[config.mk]
export PLATFORM = sky130hd
export DESIGN_NAME = vga_timing_ctrl_flat
export DESIGN_NICKNAME = d
export VERILOG_FILES = /design/src/rtl/vga_timing_pkg.sv /design/src/rtl/vga_timing_ctrl_if.sv /design/src/rtl/vga_axis_cnt.sv /design/src/rtl/vga_timing_ctrl.sv /design/src/flat_wrapper.sv
export SDC_FILE = /design/constraint.sdc
export NUM_CORES = 1
export LEC_CHECK = 0
export BUFFER_PORTS_ARGS = -buffer_cell sky130_fd_sc_hd__buf_4
export CAP_MARGIN = 20
export CORE_AREA = 2 2 55 57
export CTS_CLUSTER_SIZE = 24
export DETAILED_ROUTE_END_ITERATION = 6
export DIE_AREA = 0 0 57 59
export PLACE_DENSITY = 0.77
export SLEW_MARGIN = 10
export SYNTH_ARGS = -nofsm -noshare
export SYNTH_HDL_FRONTEND = slang
export SYNTH_SLANG_ARGS = --single-unit
export TNS_END_PERCENT = 50
[constraint.sdc]
create_clock -name clk -period 2.8 [get_ports clk]
set_input_delay 0.28 -clock clk [delete_from_list [all_inputs] [get_ports clk]]
set_output_delay 0.28 -clock clk [all_outputs]
set_load 0.01 [all_outputs]
[src/rtl/vga_timing_pkg.sv]
// Shared VGA timing constants and the per-axis segment state type.
package vga_timing_pkg;

   localparam int CNT_W = 10;

   // 640x480 @ 60 Hz defaults
   localparam int H_ACTIVE_DEF = 640;
   localparam int H_FP_DEF     = 16;
   localparam int H_SYNC_DEF   = 96;
   localparam int H_BP_DEF     = 48;
   localparam int V_ACTIVE_DEF = 480;
   localparam int V_FP_DEF     = 10;
   localparam int V_SYNC_DEF   = 2;
   localparam int V_BP_DEF     = 33;

   localparam int H_TOT_DEF = H_ACTIVE_DEF + H_FP_DEF + H_SYNC_DEF + H_BP_DEF;
   localparam int V_TOT_DEF = V_ACTIVE_DEF + V_FP_DEF + V_SYNC_DEF + V_BP_DEF;

   // Sync windows: start inclusive, end exclusive
   localparam int H_SYNC_START_DEF = H_ACTIVE_DEF + H_FP_DEF;
   localparam int H_SYNC_END_DEF   = H_SYNC_START_DEF + H_SYNC_DEF;
   localparam int V_SYNC_START_DEF = V_ACTIVE_DEF + V_FP_DEF;
   localparam int V_SYNC_END_DEF   = V_SYNC_START_DEF + V_SYNC_DEF;

   // Level driven on hsync/vsync during the pulse (0 = negative sync)
   localparam logic SYNC_ACTIVE_DEF = 1'b0;

   // Segment of one axis; order follows the scan direction
   typedef enum logic [1:0] {
      AX_ACTIVE = 2'd0,
      AX_FRONT  = 2'd1,
      AX_SYNC   = 2'd2,
      AX_BACK   = 2'd3
   } axis_state_t;

endpackage

[src/rtl/vga_timing_ctrl_if.sv]
// Timing bundle between the VGA timing controller and its consumers.
// There is no valid/ready handshake: en is a level qualifier that advances
// the timing by one pixel on each rising clk edge where it is high, and all
// other signals are registered outputs that are valid every cycle.
interface vga_timing_ctrl_if;
   import vga_timing_pkg::*;

   logic             en;
   logic [CNT_W-1:0] hcount;
   logic [CNT_W-1:0] vcount;
   logic             hsync;
   logic             vsync;
   logic             active;
   logic             line_tick;
   logic             frame_tick;
   logic             vblank;

   // Timing generator side
   modport master (
      input  en,
      output hcount, vcount, hsync, vsync, active, line_tick, frame_tick, vblank
   );

   // Consumer side (pixel-colour / game-state logic)
   modport slave (
      output en,
      input  hcount, vcount, hsync, vsync, active, line_tick, frame_tick, vblank
   );

endinterface

[src/rtl/vga_axis_cnt.sv]
// One timing axis: wrapping counter plus ACTIVE->FRONT->SYNC->BACK segment FSM.
module vga_axis_cnt
   import vga_timing_pkg::*;
#(
   parameter int ACTIVE = H_ACTIVE_DEF,
   parameter int FP     = H_FP_DEF,
   parameter int SYNC   = H_SYNC_DEF,
   parameter int BP     = H_BP_DEF
) (
   input  logic             clk,
   input  logic             greset,
   input  logic             step_i,
   output logic [CNT_W-1:0] count_o,
   output axis_state_t      state_o,
   output axis_state_t      state_nxt_o,
   output logic             wrap_o,
   output logic             in_sync_o
);

   localparam int TOT = ACTIVE + FP + SYNC + BP;

   // Last count of each segment; the FSM leaves a segment when stepping past it
   localparam logic [CNT_W-1:0] END_ACTIVE = CNT_W'(ACTIVE - 1);
   localparam logic [CNT_W-1:0] END_FRONT  = CNT_W'(ACTIVE + FP - 1);
   localparam logic [CNT_W-1:0] END_SYNC   = CNT_W'(ACTIVE + FP + SYNC - 1);
   localparam logic [CNT_W-1:0] END_BACK   = CNT_W'(TOT - 1);

   logic [CNT_W-1:0] count_q, count_d;
   axis_state_t      state_q, state_d;

   assign wrap_o = (count_q == END_BACK);

   // Next count and next segment; both hold when not stepping
   always_comb begin
      count_d = count_q;
      state_d = state_q;
      if (step_i) begin
         count_d = wrap_o ? '0 : count_q + CNT_W'(1);
         case (state_q)
            AX_ACTIVE: if (count_q == END_ACTIVE) state_d = AX_FRONT;
            AX_FRONT:  if (count_q == END_FRONT)  state_d = AX_SYNC;
            AX_SYNC:   if (count_q == END_SYNC)   state_d = AX_BACK;
            AX_BACK:   if (count_q == END_BACK)   state_d = AX_ACTIVE;
         endcase
      end
   end

   // Counter and state register; reset parks on the last count of the frame
   always_ff @(posedge clk) begin
      if (greset) begin
         count_q <= END_BACK;
         state_q <= AX_BACK;
      end else begin
         count_q <= count_d;
         state_q <= state_d;
      end
   end

   assign count_o     = count_q;
   assign state_o     = state_q;
   assign state_nxt_o = state_d;
   assign in_sync_o   = (state_d == AX_SYNC);

endmodule

[src/rtl/vga_timing_ctrl.sv]
// VGA timing generator: two axis counters plus registered sync/blank/tick decode.
module vga_timing_ctrl
   import vga_timing_pkg::*;
#(
   parameter int   H_ACTIVE    = H_ACTIVE_DEF,
   parameter int   H_FP        = H_FP_DEF,
   parameter int   H_SYNC      = H_SYNC_DEF,
   parameter int   H_BP        = H_BP_DEF,
   parameter int   V_ACTIVE    = V_ACTIVE_DEF,
   parameter int   V_FP        = V_FP_DEF,
   parameter int   V_SYNC      = V_SYNC_DEF,
   parameter int   V_BP        = V_BP_DEF,
   parameter logic SYNC_ACTIVE = SYNC_ACTIVE_DEF
) (
   input  logic                clk,
   input  logic                greset,
   vga_timing_ctrl_if.master   vga,
   output axis_state_t         h_state_o,
   output axis_state_t         v_state_o,
   output logic                frame_end_o
);

   localparam int H_TOT = H_ACTIVE + H_FP + H_SYNC + H_BP;
   localparam int V_TOT = V_ACTIVE + V_FP + V_SYNC + V_BP;
   localparam logic [CNT_W-1:0] V_LAST_ACTIVE = CNT_W'(V_ACTIVE - 1);

   if (H_TOT > 1024 || V_TOT > 1024) begin : g_size_check
      $error("vga_timing_ctrl: H_TOT/V_TOT exceed the 10-bit counters");
   end

   logic [CNT_W-1:0] h_count, v_count;
   axis_state_t      h_state_nxt, v_state_nxt;
   logic             h_wrap, v_wrap, h_in_sync, v_in_sync, v_step;

   // The vertical axis advances on the last pixel of each line
   assign v_step = vga.en & h_wrap;

   vga_axis_cnt #(.ACTIVE(H_ACTIVE), .FP(H_FP), .SYNC(H_SYNC), .BP(H_BP)) u_h_axis (
      .clk        (clk),
      .greset     (greset),
      .step_i     (vga.en),
      .count_o    (h_count),
      .state_o    (h_state_o),
      .state_nxt_o(h_state_nxt),
      .wrap_o     (h_wrap),
      .in_sync_o  (h_in_sync)
   );

   vga_axis_cnt #(.ACTIVE(V_ACTIVE), .FP(V_FP), .SYNC(V_SYNC), .BP(V_BP)) u_v_axis (
      .clk        (clk),
      .greset     (greset),
      .step_i     (v_step),
      .count_o    (v_count),
      .state_o    (v_state_o),
      .state_nxt_o(v_state_nxt),
      .wrap_o     (v_wrap),
      .in_sync_o  (v_in_sync)
   );

   logic hsync_q, hsync_d, vsync_q, vsync_d, active_q, active_d;
   logic line_tick_q, line_tick_d, frame_tick_q, frame_tick_d, vblank_q, vblank_d;

   // Decode from the next axis states so outputs land in the same cycle as the counts
   always_comb begin
      hsync_d      = h_in_sync ? SYNC_ACTIVE : ~SYNC_ACTIVE;
      vsync_d      = v_in_sync ? SYNC_ACTIVE : ~SYNC_ACTIVE;
      active_d     = (h_state_nxt == AX_ACTIVE) && (v_state_nxt == AX_ACTIVE);
      vblank_d     = (v_state_nxt != AX_ACTIVE);
      // Ticks only fire on an enabled step, so a stalled cycle never repeats them
      line_tick_d  = vga.en & h_wrap;
      frame_tick_d = line_tick_d & (v_count == V_LAST_ACTIVE);
   end

   // Output registers; reset values equal the decode of the last pixel of a frame
   always_ff @(posedge clk) begin
      if (greset) begin
         hsync_q      <= ~SYNC_ACTIVE;
         vsync_q      <= ~SYNC_ACTIVE;
         active_q     <= 1'b0;
         vblank_q     <= 1'b1;
         line_tick_q  <= 1'b0;
         frame_tick_q <= 1'b0;
      end else begin
         hsync_q      <= hsync_d;
         vsync_q      <= vsync_d;
         active_q     <= active_d;
         vblank_q     <= vblank_d;
         line_tick_q  <= line_tick_d;
         frame_tick_q <= frame_tick_d;
      end
   end

   assign vga.hcount     = h_count;
   assign vga.vcount     = v_count;
   assign vga.hsync      = hsync_q;
   assign vga.vsync      = vsync_q;
   assign vga.active     = active_q;
   assign vga.vblank     = vblank_q;
   assign vga.line_tick  = line_tick_q;
   assign vga.frame_tick = frame_tick_q;
   assign frame_end_o    = h_wrap & v_wrap;

endmodule

[src/flat_wrapper.sv]
// flat-port wrapper written by rule: the top's interface ports become plain ports
module vga_timing_ctrl_flat import vga_timing_pkg::*;
#(
   parameter int   H_ACTIVE    = H_ACTIVE_DEF,
   parameter int   H_FP        = H_FP_DEF,
   parameter int   H_SYNC      = H_SYNC_DEF,
   parameter int   H_BP        = H_BP_DEF,
   parameter int   V_ACTIVE    = V_ACTIVE_DEF,
   parameter int   V_FP        = V_FP_DEF,
   parameter int   V_SYNC      = V_SYNC_DEF,
   parameter int   V_BP        = V_BP_DEF,
   parameter logic SYNC_ACTIVE = SYNC_ACTIVE_DEF
)
  (clk, greset, h_state_o, v_state_o, frame_end_o, vga_en, vga_hcount, vga_vcount, vga_hsync, vga_vsync, vga_active, vga_line_tick, vga_frame_tick, vga_vblank);
  vga_timing_ctrl_if vga_i ();
  input  logic clk;
  input  logic greset;
  output axis_state_t h_state_o;
  output axis_state_t v_state_o;
  output logic frame_end_o;
  input wire logic [$bits(vga_i.en)-1:0] vga_en;
  output wire logic [$bits(vga_i.hcount)-1:0] vga_hcount;
  output wire logic [$bits(vga_i.vcount)-1:0] vga_vcount;
  output wire logic [$bits(vga_i.hsync)-1:0] vga_hsync;
  output wire logic [$bits(vga_i.vsync)-1:0] vga_vsync;
  output wire logic [$bits(vga_i.active)-1:0] vga_active;
  output wire logic [$bits(vga_i.line_tick)-1:0] vga_line_tick;
  output wire logic [$bits(vga_i.frame_tick)-1:0] vga_frame_tick;
  output wire logic [$bits(vga_i.vblank)-1:0] vga_vblank;
  assign vga_i.en = vga_en;
  assign vga_hcount = vga_i.hcount;
  assign vga_vcount = vga_i.vcount;
  assign vga_hsync = vga_i.hsync;
  assign vga_vsync = vga_i.vsync;
  assign vga_active = vga_i.active;
  assign vga_line_tick = vga_i.line_tick;
  assign vga_frame_tick = vga_i.frame_tick;
  assign vga_vblank = vga_i.vblank;
  vga_timing_ctrl #(.H_ACTIVE(H_ACTIVE), .H_FP(H_FP), .H_SYNC(H_SYNC), .H_BP(H_BP), .V_ACTIVE(V_ACTIVE), .V_FP(V_FP), .V_SYNC(V_SYNC), .V_BP(V_BP), .SYNC_ACTIVE(SYNC_ACTIVE)) u_core (.clk(clk), .greset(greset), .vga(vga_i), .h_state_o(h_state_o), .v_state_o(v_state_o), .frame_end_o(frame_end_o));
endmodule
==> flow_summary.yaml, run 1 <==
outcome:
  outcome: "finished clean"
global_route:
  grtUsageMet2_pct: 31.36
  antenna_found_initial: 0
  grt_max_degree: 14
  grt_pass1_vias: 1144
  groute.usage.overall_pct: 20.03
  grt_pass1_wl_um: 5133
  grt_use_met1_pct: 25.99
  grt_overflow_total: 0
  grt.busiest_layer: "met2"
  met3_usage_pct: 5.895
synthesis:
  syn_inst: 163
  syn_avg_cell_area_um2: 8.613
  synth_edf_count: 0
  ys.flop_type: "dfxtp_1"
  muxShareOfSynthArea_pct: 0.8021
  synth_seq_cells: 30
  synthXorXnorAreaFrac_pct: 6.863
  yosysUniqueCellTypes: 40
  synth_nets: 170
  yosys.area_share.adder_pct: 3.565
  synth_compound_area_share_pct: 13.64
  syn_area_um2: 1404
  synth-simple-area-share_pct: 29.06
  synth_top_family_by_area: "simple AND/OR/NAND/NOR gates"
  yosysSeqAreaShare_pct: 42.78
  synth_warnings: 0
  synth-async-reset-ratio_pct: 0
finish:
  postLayoutCellArea_um2: 1742
  syn_to_final_growth_pct: 24.06
  antennaDiodeCount: 0
  ff_latch_area_um2: 600.6
  fillers: 224
  final_nets: 207
  multi_input_area_um2: 757.0
  drive_gt1_share_pct: 22.89
die:
  fp-row-count: 19
  die_w_um: 57
  initial_core_util_pct: 51.80
  dieArea_um2: 3363
  die_y_um: 59
  core-area_um2: 2710
  pin_count: 34
routing:
  vias: 1359
  wl_per_cell_um: 14.10
  drt_iter0_drc: 51
  vias_per_cell: 5.858
  drc: 0
  wl_um: 3271
  postRouteAntennaNets: 0
  dr.pass1.iters: 6
critical_path:
  critPathMaxFanout: 6
  worst_ep_required_time_ns: 3.03
  critical_path_arrival_ns: 2.56
  end_kind: "flop"
  path_class: "reg2reg"
  worst_setup_path_start_kind: "flop"
cts:
  cts-root-to-sink-buffers: 2
  insertion_delay_ns: 0.32
  ctsResizeCount: 0
  postCtsSetupBuffers: 0
  cts_max_level: 2
  cts_hold_buf: 0
  cts_buffers: 5
  cts_sinks: 30
  cts_root_buffer: "clkbuf_4"
  path_clk_slew_ns: 0.09
  cts_tree: "built"
pwr:
  vdd_drop_max_mv: 0.5148
  power_leakage_nw: 0.7515
  p_total_mw: 1.107
  powerDensity_nw_per_um2: 635.6
min_path:
  hold_class: "in2reg"
timing:
  fin_crit_sh_pct: 83.42
  fin_setup_tns_ns: 0
  timing.fmax_mhz: 428.1
  fin_crit_ns: 2.336
  slew_headroom_pct: 53.43
  rsz0062_at_grt: "false"
  setup_viol: 0
  slew_viol_final: 0
  finalHoldViolations: 0
  timing.hold.ws_ns: 0.2247
  worstMarginPinSlew_ns: 0.6921
  finClkSkew_ns: 0.006721
  layout_setup_ws_ns: 0.4641
run:
  maxCapViolCount: 0
placement:
  postPlaceCellArea_um2: 1682
  place_congestion: 0.7908
  port-buffer-count: 33
  post-place-ws_ns: 0.5042
  dp_hpwl_um: 2323
## metrics by stage
stage                     cells  util, %
after floorplan             163        -
after global placement      224    62.05
after detailed placement    224    62.05
after CTS                   232    64.27
after global routing        232    64.27
final                       232    64.27
## critical path: stages, from the launching register on
cell,delay [ns]
dfxtp_1,0.44
or3b_4,0.43
or3_1,0.48
a311o_1,0.36
o31a_1,0.28
or2_1,0.23
## metal layers
layer / part of all wire [%] / vias to the layer above
met5: 0 / -
met4: 1.4 / 0
met3: 7.0 / 8
met2: 47 / 48
met1: 45 / 648
li1: - / 655
## cells by family (layout without fill, tap and decap cells)
logic type / after synthesis / after routing
simple gates: 77 / 77
fa+ha+maj: 4 / 4
flops: 30 / 30
mux: 1 / 1
xor+xnor: 11 / 11
compound gates: 28 / 28
buf+inv: 12 / 50
## layout by cell type (no fill, tap or decap), types with 5 or more instances in the layout
master,instances
nand2_1,16
dfxtp_1,30
nor3_1,5
buf_4,34
xor2_1,7
nor2_1,17
clkbuf_4,5
nand4_1,8
a21oi_1,5
inv_1,8
nand3_1,7
o21ai_0,9
## power by group
part / switching, mW / internal (mW)
combinational: 0.163 / 0.147
sequential: 0.0575 / 0.470
clock: 0.148 / 0.122
total: 0.368 / 0.739
## cell usage after synthesis (5+ instances only)
master   instances  area (um2)
nand3_1          7       35.03
o21ai_0          9       45.04
xor2_1           7       61.31
inv_1            8       30.03
nor3_1           5       25.02
nand4_1          8       50.05
nand2_1         16       60.06
dfxtp_1         30       600.6
nor2_1          17       63.81
a21oi_1          5       25.02
## layout make-up
class                      instances  area share [%]
inverter                           8           1.724
timing repair buffer              34           14.66
multi-input combinational        121           43.46
clock inverter                     1          0.2874
sequential                        30           34.48
clock buffer                       7           3.161
tap                               31           2.227
## sequential cells by signal, summed over array words and instances (netlist names)
signal                   count
u_core.vga.frame_tick        1
u_core.vga.active            1
u_core.vga.vsync             1
u_core.vga.hsync             1
u_core.u_h_axis.state_o      2
u_core.u_h_axis.count_o     10
u_core.u_v_axis.state_o      2
u_core.vga.vblank            1
u_core.u_v_axis.count_o     10
u_core.vga.line_tick         1
## path summary, 6_finish.rpt
check / startpoint / depth (start not counted) / slack [ns] / endpoint
max reg2reg: u_core.u_h_axis.count_o[9] / 5 / 0.46 / u_core.vga.vblank
min reg2reg: u_core.u_v_axis.count_o[1] / 2 / 0.53 / u_core.u_v_axis.count_o[1]
min: greset / 2 / 0.22 / u_core.u_v_axis.count_o[1]
max: u_core.u_h_axis.count_o[9] / 5 / 0.46 / u_core.vga.vblank
(Power assumes the default switching activity.)
==> run 2, diff against run 1 <==
Clock period 2.8 ns to 2.4 ns, I/O delays scaled along.
==> flow_summary.yaml, run 2 (synthesis gave the netlist of run 1 again) <==
outcome:
  outcome: "finished clean"
global_route:
  grt_overflow_total: 0
  antenna_found_initial: 0
  grt_pass1_vias: 1160
  grt_pass1_wl_um: 5423
  grt_max_degree: 14
  groute.usage.overall_pct: 20.96
die:
  core-area_um2: 2710
  pin_count: 34
  die_y_um: 59
  fp-row-count: 19
  initial_core_util_pct: 51.80
  dieArea_um2: 3363
  die_w_um: 57
placement:
  place_congestion: 0.8100
  port-buffer-count: 33
  post-place-ws_ns: 0.2633
  dp_hpwl_um: 2420
run:
  maxCapViolCount: 0
cts:
  cts-root-to-sink-buffers: 2
  insertion_delay_ns: 0.33
  path_clk_slew_ns: 0.10
  cts_max_level: 2
  cts_tree: "built"
  cts_buffers: 5
  cts_hold_buf: 0
  cts_sinks: 30
  ctsResizeCount: 0
  postCtsSetupBuffers: 0
  cts_root_buffer: "clkbuf_4"
min_path:
  hold_class: "in2reg"
  hold_depth: 2
critical_path:
  end_kind: "flop"
  worst_ep_required_time_ns: 2.62
  rr_worst_depth: 5
  path_class: "reg2reg"
  critical_path_arrival_ns: 2.39
  critPathMaxFanout: 6
  worst_setup_path_start_kind: "flop"
finish:
  final_nets: 210
  final_common_cell: "buf_4"
  post-route-util_pct: 65.74
  fillers: 232
  multi_input_area_um2: 757.0
  drive_gt1_share_pct: 24.51
  ff_latch_area_um2: 600.6
  layout_common_cells: "buf_4, dfxtp_1, nor2_1"
  syn_to_final_growth_pct: 26.92
  antennaDiodeCount: 0
timing:
  timing.hold.ws_ns: 0.1814
  slew_viol_final: 0
  worstMarginPinSlew_ns: 0.3785
  setup_viol: 0
  slew_headroom_pct: 74.74
  finalHoldViolations: 0
  fin_crit_ns: 2.169
  timing.fmax_mhz: 461.0
  fin_setup_tns_ns: 0
  finClkSkew_ns: 0.01362
  fin_crit_sh_pct: 90.39
  rsz0062_at_grt: "false"
  layout_setup_ws_ns: 0.2308
pwr:
  powerDensity_nw_per_um2: 778.0
  power_leakage_nw: 0.7752
  p_total_mw: 1.386
  vdd_drop_max_mv: 0.7131
routing:
  vias: 1341
  drc: 0
  vias_per_cell: 5.706
  drt_iter0_drc: 37
  wl_um: 3258
  postRouteAntennaNets: 0
  wl_per_cell_um: 13.86
  dr.pass1.iters: 4
[run 2: cell types whose count changed in the layout (fill, tap and decap cells not counted), sizes merged]
cell    delta
buf        +3
clkbuf     -2
bufinv     +1
clkinv     +1
[run 2: power breakdown]
part | total [mW] | switching [mW] | leakage, nW | internal, mW
combinational | 0.375 | 0.196 | 0.485 | 0.178
sequential | 0.614 | 0.0648 | 0.245 | 0.549
clock | 0.398 | 0.182 | 0.0450 | 0.216
total | 1.39 | 0.444 | 0.775 | 0.943
[run 2: worst paths after layout]
check	startpoint	to	slack [ns]
hold reg to reg	u_core.u_v_axis.count_o[1]	u_core.u_v_axis.count_o[1]	0.53
setup reg to reg	u_core.u_h_axis.count_o[5]	u_core.vga.vblank	0.23
hold / removal	greset	u_core.u_v_axis.count_o[0]	0.18
setup / recovery	u_core.u_h_axis.count_o[5]	u_core.vga.vblank	0.23
[run 2: critical path, stage by stage (launching register included)]
cell	delay (ns)
dfxtp_1	0.37
or3b_4	0.44
or3_1	0.40
a311o_1	0.33
o31a_1	0.29
or2_1	0.23
[run 2: layout make-up]
cell class	count	share of cell area (%)
Clock buffer	5	2.107
Clock inverter	3	2.247
Inverter	8	1.685
Multi-Input combinational cell	121	42.49
Sequential cell	30	33.71
Tap cell	31	2.177
Timing Repair Buffer	37	15.59
[run 2: stage by stage]
step,std cells,area (um2)
final,235,1782
after global routing,235,1782
after CTS,235,1782
after detailed placement,227,1704
after global placement,227,1704
after floorplan,163,1404
[run 2: metal layers]
metal / global-route usage, % / wire [um] / share of wire [%]
met1: 27.81 / 1503 / 46
met2: 32.02 / 1523 / 47
met3: 5.459 / 158 / 4.8
met4: 9.967 / 72 / 2.2
met5: 0 / 0 / 0
